File: src/rtl/kp_pkg.sv
// rtl/kp_pkg.sv - shared types, width helpers and priority encoder for the keypad front end
// Contents: kp_state_e debounce FSM states, MAX_KEYS/MAX_CODE_W widths,
//           cnt_w() counter-width helper, prio_encode() highest-index encoder.
package kp_pkg;

  typedef enum logic [1:0] {
    IDLE,
    PRESS_DEB,
    HELD,
    REL_DEB
  } kp_state_e;

  localparam int MAX_KEYS   = 16;
  localparam int MAX_CODE_W = $clog2(MAX_KEYS);

  // Bits needed to hold values 0..max_val inclusive, never less than one.
  function automatic int cnt_w(input int max_val);
    return (max_val < 1) ? 1 : $clog2(max_val + 1);
  endfunction

  // Highest set index wins; an all-zero vector encodes as 0.
  function automatic logic [MAX_CODE_W-1:0] prio_encode(input logic [MAX_KEYS-1:0] vec);
    logic [MAX_CODE_W-1:0] code;
    code = '0;
    for (int i = 0; i < MAX_KEYS; i++) begin
      if (vec[i]) code = MAX_CODE_W'(i);
    end
    return code;
  endfunction

endpackage

File: src/rtl/tick_divider.sv
// rtl/tick_divider.sv - free-running divider producing a one-cycle tick every DIV cycles
// Ports: clk      system clock
//        rst      asynchronous active-high reset
//        tick     registered pulse, high in the cycle the count wraps DIV-1 -> 0
module tick_divider #(
  parameter int DIV = 100
) (
  input  logic clk,
  input  logic rst,
  output logic tick
);
  import kp_pkg::*;

  localparam int W = cnt_w(DIV - 1);

  logic [W-1:0] cnt_q, cnt_d;
  logic         tick_q, tick_d;
  logic         wrap;

  always_comb begin
    wrap   = (cnt_q == W'(DIV - 1));
    cnt_d  = wrap ? '0 : cnt_q + W'(1);
    tick_d = wrap;
  end

  always_ff @(posedge clk or posedge rst) begin
    if (rst) begin
      cnt_q  <= '0;
      tick_q <= 1'b0;
    end else begin
      cnt_q  <= cnt_d;
      tick_q <= tick_d;
    end
  end

  assign tick = tick_q;

endmodule

File: src/rtl/keypad_encoder_gen.sv
// rtl/keypad_encoder_gen.sv - keypad synchroniser, priority encoder, debounce FSM, auto-repeat and pulse mux
// Ports: clk, rst        clock, asynchronous active-high reset
//        en              1 = tick drives pgt_1Hz, 0 = key_strobe drives pgt_1Hz
//        keys            raw active-high key lines, asynchronous to clk
//        D               code of the last accepted key
//        key_strobe      one-cycle pulse on press acceptance and each repeat
//        held, load      debounced key held / its complement
//        tick            divider pulse every DIV cycles
//        pgt_1Hz         registered en ? tick : key_strobe
module keypad_encoder_gen
  import kp_pkg::*;
#(
  parameter int NUM_KEYS    = 10,
  parameter int CODE_W      = 4,
  parameter int DEB_CYCLES  = 4,
  parameter int DIV         = 100,
  parameter int REPEAT_EN   = 0,
  parameter int REPEAT_DLY  = 50,
  parameter int REPEAT_RATE = 20
) (
  input  logic                clk,
  input  logic                rst,
  input  logic                en,
  input  logic [NUM_KEYS-1:0] keys,
  output logic [CODE_W-1:0]   D,
  output logic                key_strobe,
  output logic                held,
  output logic                load,
  output logic                tick,
  output logic                pgt_1Hz
);

  localparam int DEB_W   = cnt_w(DEB_CYCLES);
  localparam int RPT_MAX = (REPEAT_DLY > REPEAT_RATE) ? REPEAT_DLY : REPEAT_RATE;
  localparam int RPT_W   = cnt_w(RPT_MAX);

  logic [NUM_KEYS-1:0] ks1_q, ks_q;
  logic [MAX_KEYS-1:0] ks_ext;
  logic [CODE_W-1:0]   raw_code;
  logic                any_key;

  kp_state_e           state_q, state_d;
  logic [CODE_W-1:0]   cand_q, cand_d;
  logic [CODE_W-1:0]   code_q, code_d;
  logic [DEB_W-1:0]    cnt_q, cnt_d;
  logic [RPT_W-1:0]    rcnt_q, rcnt_d, rcnt_next;
  logic                rate_q, rate_d;
  logic                strobe_q, strobe_d;
  logic                held_q, held_d;
  logic                pgt_q, pgt_d;
  logic                press_eval;

  tick_divider #(.DIV(DIV)) u_tick_divider (
    .clk  (clk),
    .rst  (rst),
    .tick (tick)
  );

  assign ks_ext   = MAX_KEYS'(ks_q);
  assign raw_code = CODE_W'(prio_encode(ks_ext));
  assign any_key  = |ks_q;

  always_comb begin
    state_d    = state_q;
    cand_d     = cand_q;
    code_d     = code_q;
    cnt_d      = cnt_q;
    rcnt_d     = rcnt_q;
    rate_d     = rate_q;
    strobe_d   = 1'b0;
    press_eval = 1'b0;
    rcnt_next  = rcnt_q + RPT_W'(1);

    case (state_q)
      IDLE: begin
        if (any_key) begin
          cand_d     = raw_code;
          cnt_d      = DEB_W'(1);
          press_eval = 1'b1;
        end
      end
      PRESS_DEB: begin
        if (!any_key) begin
          state_d = IDLE;
          cnt_d   = '0;
        end else begin
          // A different winning code restarts the stable count on that code.
          if (raw_code != cand_q) begin
            cand_d = raw_code;
            cnt_d  = DEB_W'(1);
          end else begin
            cnt_d = cnt_q + DEB_W'(1);
          end
          press_eval = 1'b1;
        end
      end
      HELD: begin
        if (!any_key) begin
          cnt_d = DEB_W'(1);
          if (DEB_CYCLES == 1) begin
            state_d = IDLE;
            rcnt_d  = '0;
            rate_d  = 1'b0;
          end else begin
            state_d = REL_DEB;
          end
        end else if (REPEAT_EN != 0) begin
          // First repeat after REPEAT_DLY, then every REPEAT_RATE cycles.
          if ((!rate_q && rcnt_next == RPT_W'(REPEAT_DLY)) ||
              ( rate_q && rcnt_next == RPT_W'(REPEAT_RATE))) begin
            strobe_d = 1'b1;
            rcnt_d   = '0;
            rate_d   = 1'b1;
          end else begin
            rcnt_d = rcnt_next;
          end
        end
      end
      REL_DEB: begin
        // Key came back before release was confirmed: resume holding, repeat timing frozen.
        if (any_key) begin
          state_d = HELD;
        end else begin
          cnt_d = cnt_q + DEB_W'(1);
          if (cnt_d == DEB_W'(DEB_CYCLES)) begin
            state_d = IDLE;
            cnt_d   = '0;
            rcnt_d  = '0;
            rate_d  = 1'b0;
          end
        end
      end
      default: state_d = IDLE;
    endcase

    // Acceptance compares the updated count, so DEB_CYCLES=1 accepts on first sight.
    if (press_eval) begin
      if (cnt_d == DEB_W'(DEB_CYCLES)) begin
        state_d  = HELD;
        code_d   = cand_d;
        strobe_d = 1'b1;
        cnt_d    = '0;
        rcnt_d   = '0;
        rate_d   = 1'b0;
      end else begin
        state_d = PRESS_DEB;
      end
    end

    held_d = (state_d == HELD) || (state_d == REL_DEB);
    pgt_d  = en ? tick : strobe_q;
  end

  always_ff @(posedge clk or posedge rst) begin
    if (rst) begin
      ks1_q    <= '0;
      ks_q     <= '0;
      state_q  <= IDLE;
      cand_q   <= '0;
      code_q   <= '0;
      cnt_q    <= '0;
      rcnt_q   <= '0;
      rate_q   <= 1'b0;
      strobe_q <= 1'b0;
      held_q   <= 1'b0;
      pgt_q    <= 1'b0;
    end else begin
      ks1_q    <= keys;
      ks_q     <= ks1_q;
      state_q  <= state_d;
      cand_q   <= cand_d;
      code_q   <= code_d;
      cnt_q    <= cnt_d;
      rcnt_q   <= rcnt_d;
      rate_q   <= rate_d;
      strobe_q <= strobe_d;
      held_q   <= held_d;
      pgt_q    <= pgt_d;
    end
  end

  assign D          = code_q;
  assign key_strobe = strobe_q;
  assign held       = held_q;
  assign load       = ~held_q;
  assign pgt_1Hz    = pgt_q;

endmodule

File: config.mk
export PLATFORM = sky130hd
export DESIGN_NAME = keypad_encoder_gen
export DESIGN_NICKNAME = d
export VERILOG_FILES = /design/src/rtl/kp_pkg.sv /design/src/rtl/tick_divider.sv /design/src/rtl/keypad_encoder_gen.sv
export SDC_FILE = /design/constraint.sdc
export NUM_CORES = 1
export LEC_CHECK = 0
export CORE_UTILIZATION = 55
export CTS_CLUSTER_SIZE = 24
export DETAILED_ROUTE_END_ITERATION = 10
export DONT_BUFFER_PORTS = 1
export PLACE_DENSITY = 0.69
export SYNTH_ARGS = -nofsm -noshare
export SYNTH_HDL_FRONTEND = slang
export SYNTH_SLANG_ARGS = --single-unit
File: constraint.sdc
create_clock -name clk -period 2.9 [get_ports clk]
set_input_delay 0.87 -clock clk [delete_from_list [all_inputs] [get_ports clk]]
set_output_delay 0.87 -clock clk [all_outputs]
set_load 0.01 [all_outputs]
; ---- After elaboration in Yosys (flattened, before gate mapping)
; Cells that the tools add are included.
[totals]
wordCells = 63
input_bits = 13
ff_bits = 44
[classes]
mux = 35
n_bitwise = 1
n_addsub = 2
n_reduce_logical = 5
n_eq_ne = 9
[ops]
columns = op, n
row1 = $mux W4, 11
row2 = $mux W3, 8
row3 = $mux W2, 6
row4 = $pmux W3 S4, 1
row5 = $reduce_or A10 Y1, 1
row6 = $eq A2 B2 Y1 const B, 4
row7 = $pmux W4 S2, 1
row8 = $add A7 B1 Y7 const B, 1
row9 = $eq A7 B7 Y1 const B, 1
row10 = $mux W7, 1
row11 = $eq A3 B3 Y1 const B, 2
row12 = $mux W1, 6
row13 = $pmux W2 S3, 1
row14 = $ne A4 B4 Y1, 1
row15 = $add A3 B1 Y3 const B, 1
row16 = $eq A2 B1 Y1 const B, 1
row17 = $logic_not A2 Y1, 1
row18 = $reduce_and A2 Y1, 1
row19 = $reduce_or A2 Y1, 1
row20 = $logic_or A1 B1 Y1, 1
row21 = $not A1 Y1, 1

; ---- Logic depth before layout (Yosys ltp)
[logic_depth]
word_depth = 18
depth_mapped = 10

; ---- Cells and area by module
; From an unflattened synthesis, not the netlist that was laid out.
[unflattened]
cells_unflattened = 163
hier_area_um2 = 1938.1
[modules_own_cells]
columns = module, cells_each, area_per_inst_um2, n_inst, seq_area_each_um2
row1 = keypad_encoder_gen, 132, 1577.8, 1, 900.9
row2 = tick_divider, 31, 360.3, 1, 200.2

; ---- Worst setup path before layout
; OpenSTA, ideal clock, no wires.
[synth_path]
path_type = register -> register
startpoint = reg ks_q[4]
endpoint = reg code_q[2] (netlist: D[2])
slack_ps = 43
path_buffers = 1
setup_time_ps = 125
arrival_ps = 2732
stages_incl_launch_ff = 10
period_less_slack_ps = 2857
required_ps = 2775
path_cell_list = dfrtp_1 > or4_4 > or3_1 > buf_2 > ha_1 > a31oi_1 > nand2_1 > o221ai_4 > nand2_4 > mux2_4
[synth_via]
elab_chain_cells = 12
word_cells_on_any_way = 22
[synth_lines]
columns = item, line
row1 = start: declaration, keypad_encoder_gen.sv:37  ; logic [NUM_KEYS-1:0] ks1_q, ks_q;
row2 = start signal: assignment, keypad_encoder_gen.sv:169  ; ks_q <= ks1_q;
row3 = $mux W4 (6 in a row), kp_pkg.sv:26  ; if (vec[i]) code = MAX_CODE_W'(i);
row4 = $ne A4 B4 Y1, keypad_encoder_gen.sv:88  ; if (raw_code != cand_q) begin
row5 = $mux W3, keypad_encoder_gen.sv:88
row6 = $mux W3, keypad_encoder_gen.sv:83  ; if (!any_key) begin
row7 = $pmux W3 S4, keypad_encoder_gen.sv:74  ; case (state_q)
row8 = $eq A3 B3 Y1, keypad_encoder_gen.sv:138  ; if (cnt_d == DEB_W'(DEB_CYCLES)) begin
row9 = $reduce_and A2 Y1 (no line), --
row10 = end signal: assignment, keypad_encoder_gen.sv:172  ; code_q <= code_d;
row11 = end: declaration, keypad_encoder_gen.sv:44  ; logic [CODE_W-1:0] code_q, code_d;
; Parallel ways exist; a longest one is shown, timed or not.
; A chain may end at the register's enable or synchronous reset.

; ---- Worst setup path in the final report
[layout_path]
startpoint = reg ks_q[7]
endpoint = reg code_q[3] (netlist: D[3])
[layout_via]
elab_chain_cells = 9
word_cells_on_any_way = 19
[layout_lines]
columns = item, line
row1 = $mux W4 (3 in a row), kp_pkg.sv:26
row2 = $ne A4 B4 Y1, keypad_encoder_gen.sv:88
row3 = $mux W3, keypad_encoder_gen.sv:88
row4 = $mux W3, keypad_encoder_gen.sv:83
row5 = $pmux W3 S4, keypad_encoder_gen.sv:74
row6 = $eq A3 B3 Y1, keypad_encoder_gen.sv:138
row7 = $reduce_and A2 Y1 (no line), --
; Parallel ways exist; a longest one is shown, timed or not.

==> impl_metrics.ini <==
[synthesis]
postSynth.asyncResetShare_pct = 100
yosys_warnings = 0
synth_edf_count = 0
synth_nets = 179
synth_seq_cells = 44
synth_area_per_cell_um2 = 11.8
synthFlopType = dfrtp_1
synth_cell_type_count = 47
netlist_area_um2 = 1900
yosysSeqAreaShare_pct = 58.1
syn_inst = 160

[layout]
final_common_cell = dfrtp_1
fin_nets = 192
multiInputGateArea_um2 = 756
most-common-layout-cells = dfrtp_1 (43), nor2_1 (15), nand2_1 (11)
post_route_cells_drive_above_1_share_pct = 22.4
seq_area_um2 = 1100
area_growth_pct = 11.5
fin_util_pct = 67.0
antenna_cells = 0
n_fill_cell = 263

[global_routing]
grt_max_degree = 45
grt_pass1_wl_mm = 5.37
grt_pass1_vias = 1207
grtUsageTotal_pct = 20.8
overflow = 0
antenna_found_initial = 0

[status]
status = completed

[floorplan]
initial_utilization_pct = 60.1
core_area_um2 = 3150
die_w_um = 60.7
dieArea_um2 = 3690
rows = 20
io_pins = 22
dieHeight_um = 60.7

[critical_path]
crit_path_end_kind = flip-flop
startpoint_type = flip-flop
r2r_cells = 8
r2r_end = D[3]
timing.rr.start = ks_q[7]
worst_ep_required_time_ns = 3.16
crit_arrival_ns = 3.07
crit_start = ks_q[7]
crit_fanout = 5
worstSetupPathType = reg -> reg
ff2ff_setup_slack_ns = 0.09
crit_path_end = D[3]

[power_and_ir_drop]
finalPower_mw = 1.39
p_leak_nw = 0.977
power_density_nw_per_um2 = 657
ir_worst_vdd_mv = 0.441

[placed_design]
gp_congestion = 0.835
portBuffers = 0
dp_slack_ns = 0.0425
dp_hpwl_mm = 2.27

[clock_tree]
tritoncts = done
insertion_delay_ns = 0.36
cts_max_path_buffers = 2
clock_sinks = 44
cts_htree_levels = 2
hold_buffers = 0
clk_pin_slew_ns = 0.14
cts_inserted_buffers = 5
cts_root_buf = clkbuf_4

[timing]
drv_slew = 0
skew_ns = 0.00985
relSlewSlack_pct = 62.5
timing.hold.ws_ns = 0.356
finalHoldViolCount = 0
finalCritPeriodShare_pct = 96.8
setup_slack_ns = 0.0940
tightest_slew_ns = 0.549
layout_min_cycle_time_ns = 2.81
finalSetupTns_ns = 0
setup_viol = 0
fmax_mhz = 356
rsz0062_at_grt = false

[flow_run]
cap_violations = 0

[route]
drc = 0
antenna_left = 0
vias = 1202
drtIter0Drc = 64
drtPass1Iterations = 4
drt-total-wl_mm = 3.20
wl_per_cell_um = 14.7
viasPerCell = 5.51

[min_path]
hp-class = reg -> reg
## metal layers
layer	GRT usage, %	wire, um
met3	4.48	88
met4	10.7	61
met1	27.2	1490
met2	33.0	1560
met5	0	0
## sequential cells by signal, indices dropped and copies added (netlist names)
| signal | cells |
|---|---|
| cand_q | 4 |
| state_q | 2 |
| ks1_q | 10 |
| ks_q | 10 |
| u_tick_divider.cnt_q | 7 |
| held | 1 |
| pgt_1Hz | 1 |
| key_strobe | 1 |
| cnt_q | 3 |
| u_tick_divider.tick | 1 |
| D | 4 |
## worst max-delay path: stages (launching register included)
cell	delay [ns]
dfrtp_2	0.46
or4_4	0.52
or3_4	0.41
ha_1	0.31
a31oi_4	0.22
nand2_1	0.11
o221ai_4	0.25
nand2_4	0.11
mux2_4	0.31
## kinds of logic (layout without fill, tap and decap cells)
group,count (synthesis),in the layout,synth area share [%]
AND/OR/NAND/NOR,56,56,17.1
adder cells (fa/ha/maj),6,6,3.96
flip-flops,44,44,58.1
buffers and inverters,16,30,3.30
XOR/XNOR,4,4,1.85
multiplexers,7,7,4.36
AO/OA/AOI/OAI,27,27,11.4
## Yosys cell counts, types with 3 or more instances
cell type | number | area share [%]
ha_1 | 6 | 4.0
a21oi_1 | 5 | 1.3
nand3_1 | 5 | 1.3
inv_2 | 3 | 0.59
dfrtp_1 | 44 | 58
mux2i_1 | 3 | 1.6
o21ai_0 | 4 | 1.1
nor2_1 | 15 | 3.0
inv_1 | 10 | 2.0
nand2_1 | 11 | 2.2
nor3_1 | 4 | 1.1
o31ai_1 | 3 | 1.2
## repair_timing
item                       4_1_cts  5_1_grt
resized for setup                0        5
buffers inserted                 0        4
setup endpoints to repair        0        7
hold endpoints to repair         0        0
## how the worst min path moves through the flow
stage / slack, ns / cells past startpoint / startpoint / end
final: 0.36 / 0 / ks1_q[4] / ks_q[4]
after global routing: 0.37 / 0 / ks1_q[4] / ks_q[4]
after CTS: 0.37 / 0 / ks1_q[9] / ks_q[9]
after detailed placement: 0.34 / 0 / ks1_q[0] / ks_q[0]
after global placement: 0.33 / 0 / ks1_q[0] / ks_q[0]
after floorplan: 0.33 / 0 / ks1_q[0] / ks_q[0]
## per-stage QoR
stage,std cells,instance area (um^2)
floorplan,160,1900
global placement,206,1970
detailed placement,206,1970
CTS,214,2060
global route,218,2110
finish,218,2110
## where the power goes
group          switching [mW]  leakage (nW)  total (mW)  internal, mW
registers              0.0535         0.534       0.712         0.658
logic                   0.165         0.401       0.279         0.114
clock network           0.214        0.0418       0.398         0.184
## cell type report
class,instances,area share (%)
clock buffers,5,1.78
clock inverters,3,2.19
inverters,13,2.31
multi-input cells,100,35.8
flip-flops and latches,44,52.2
well taps,44,2.61
repair buffers,9,3.20
Power figures use the tool's default switching activity.
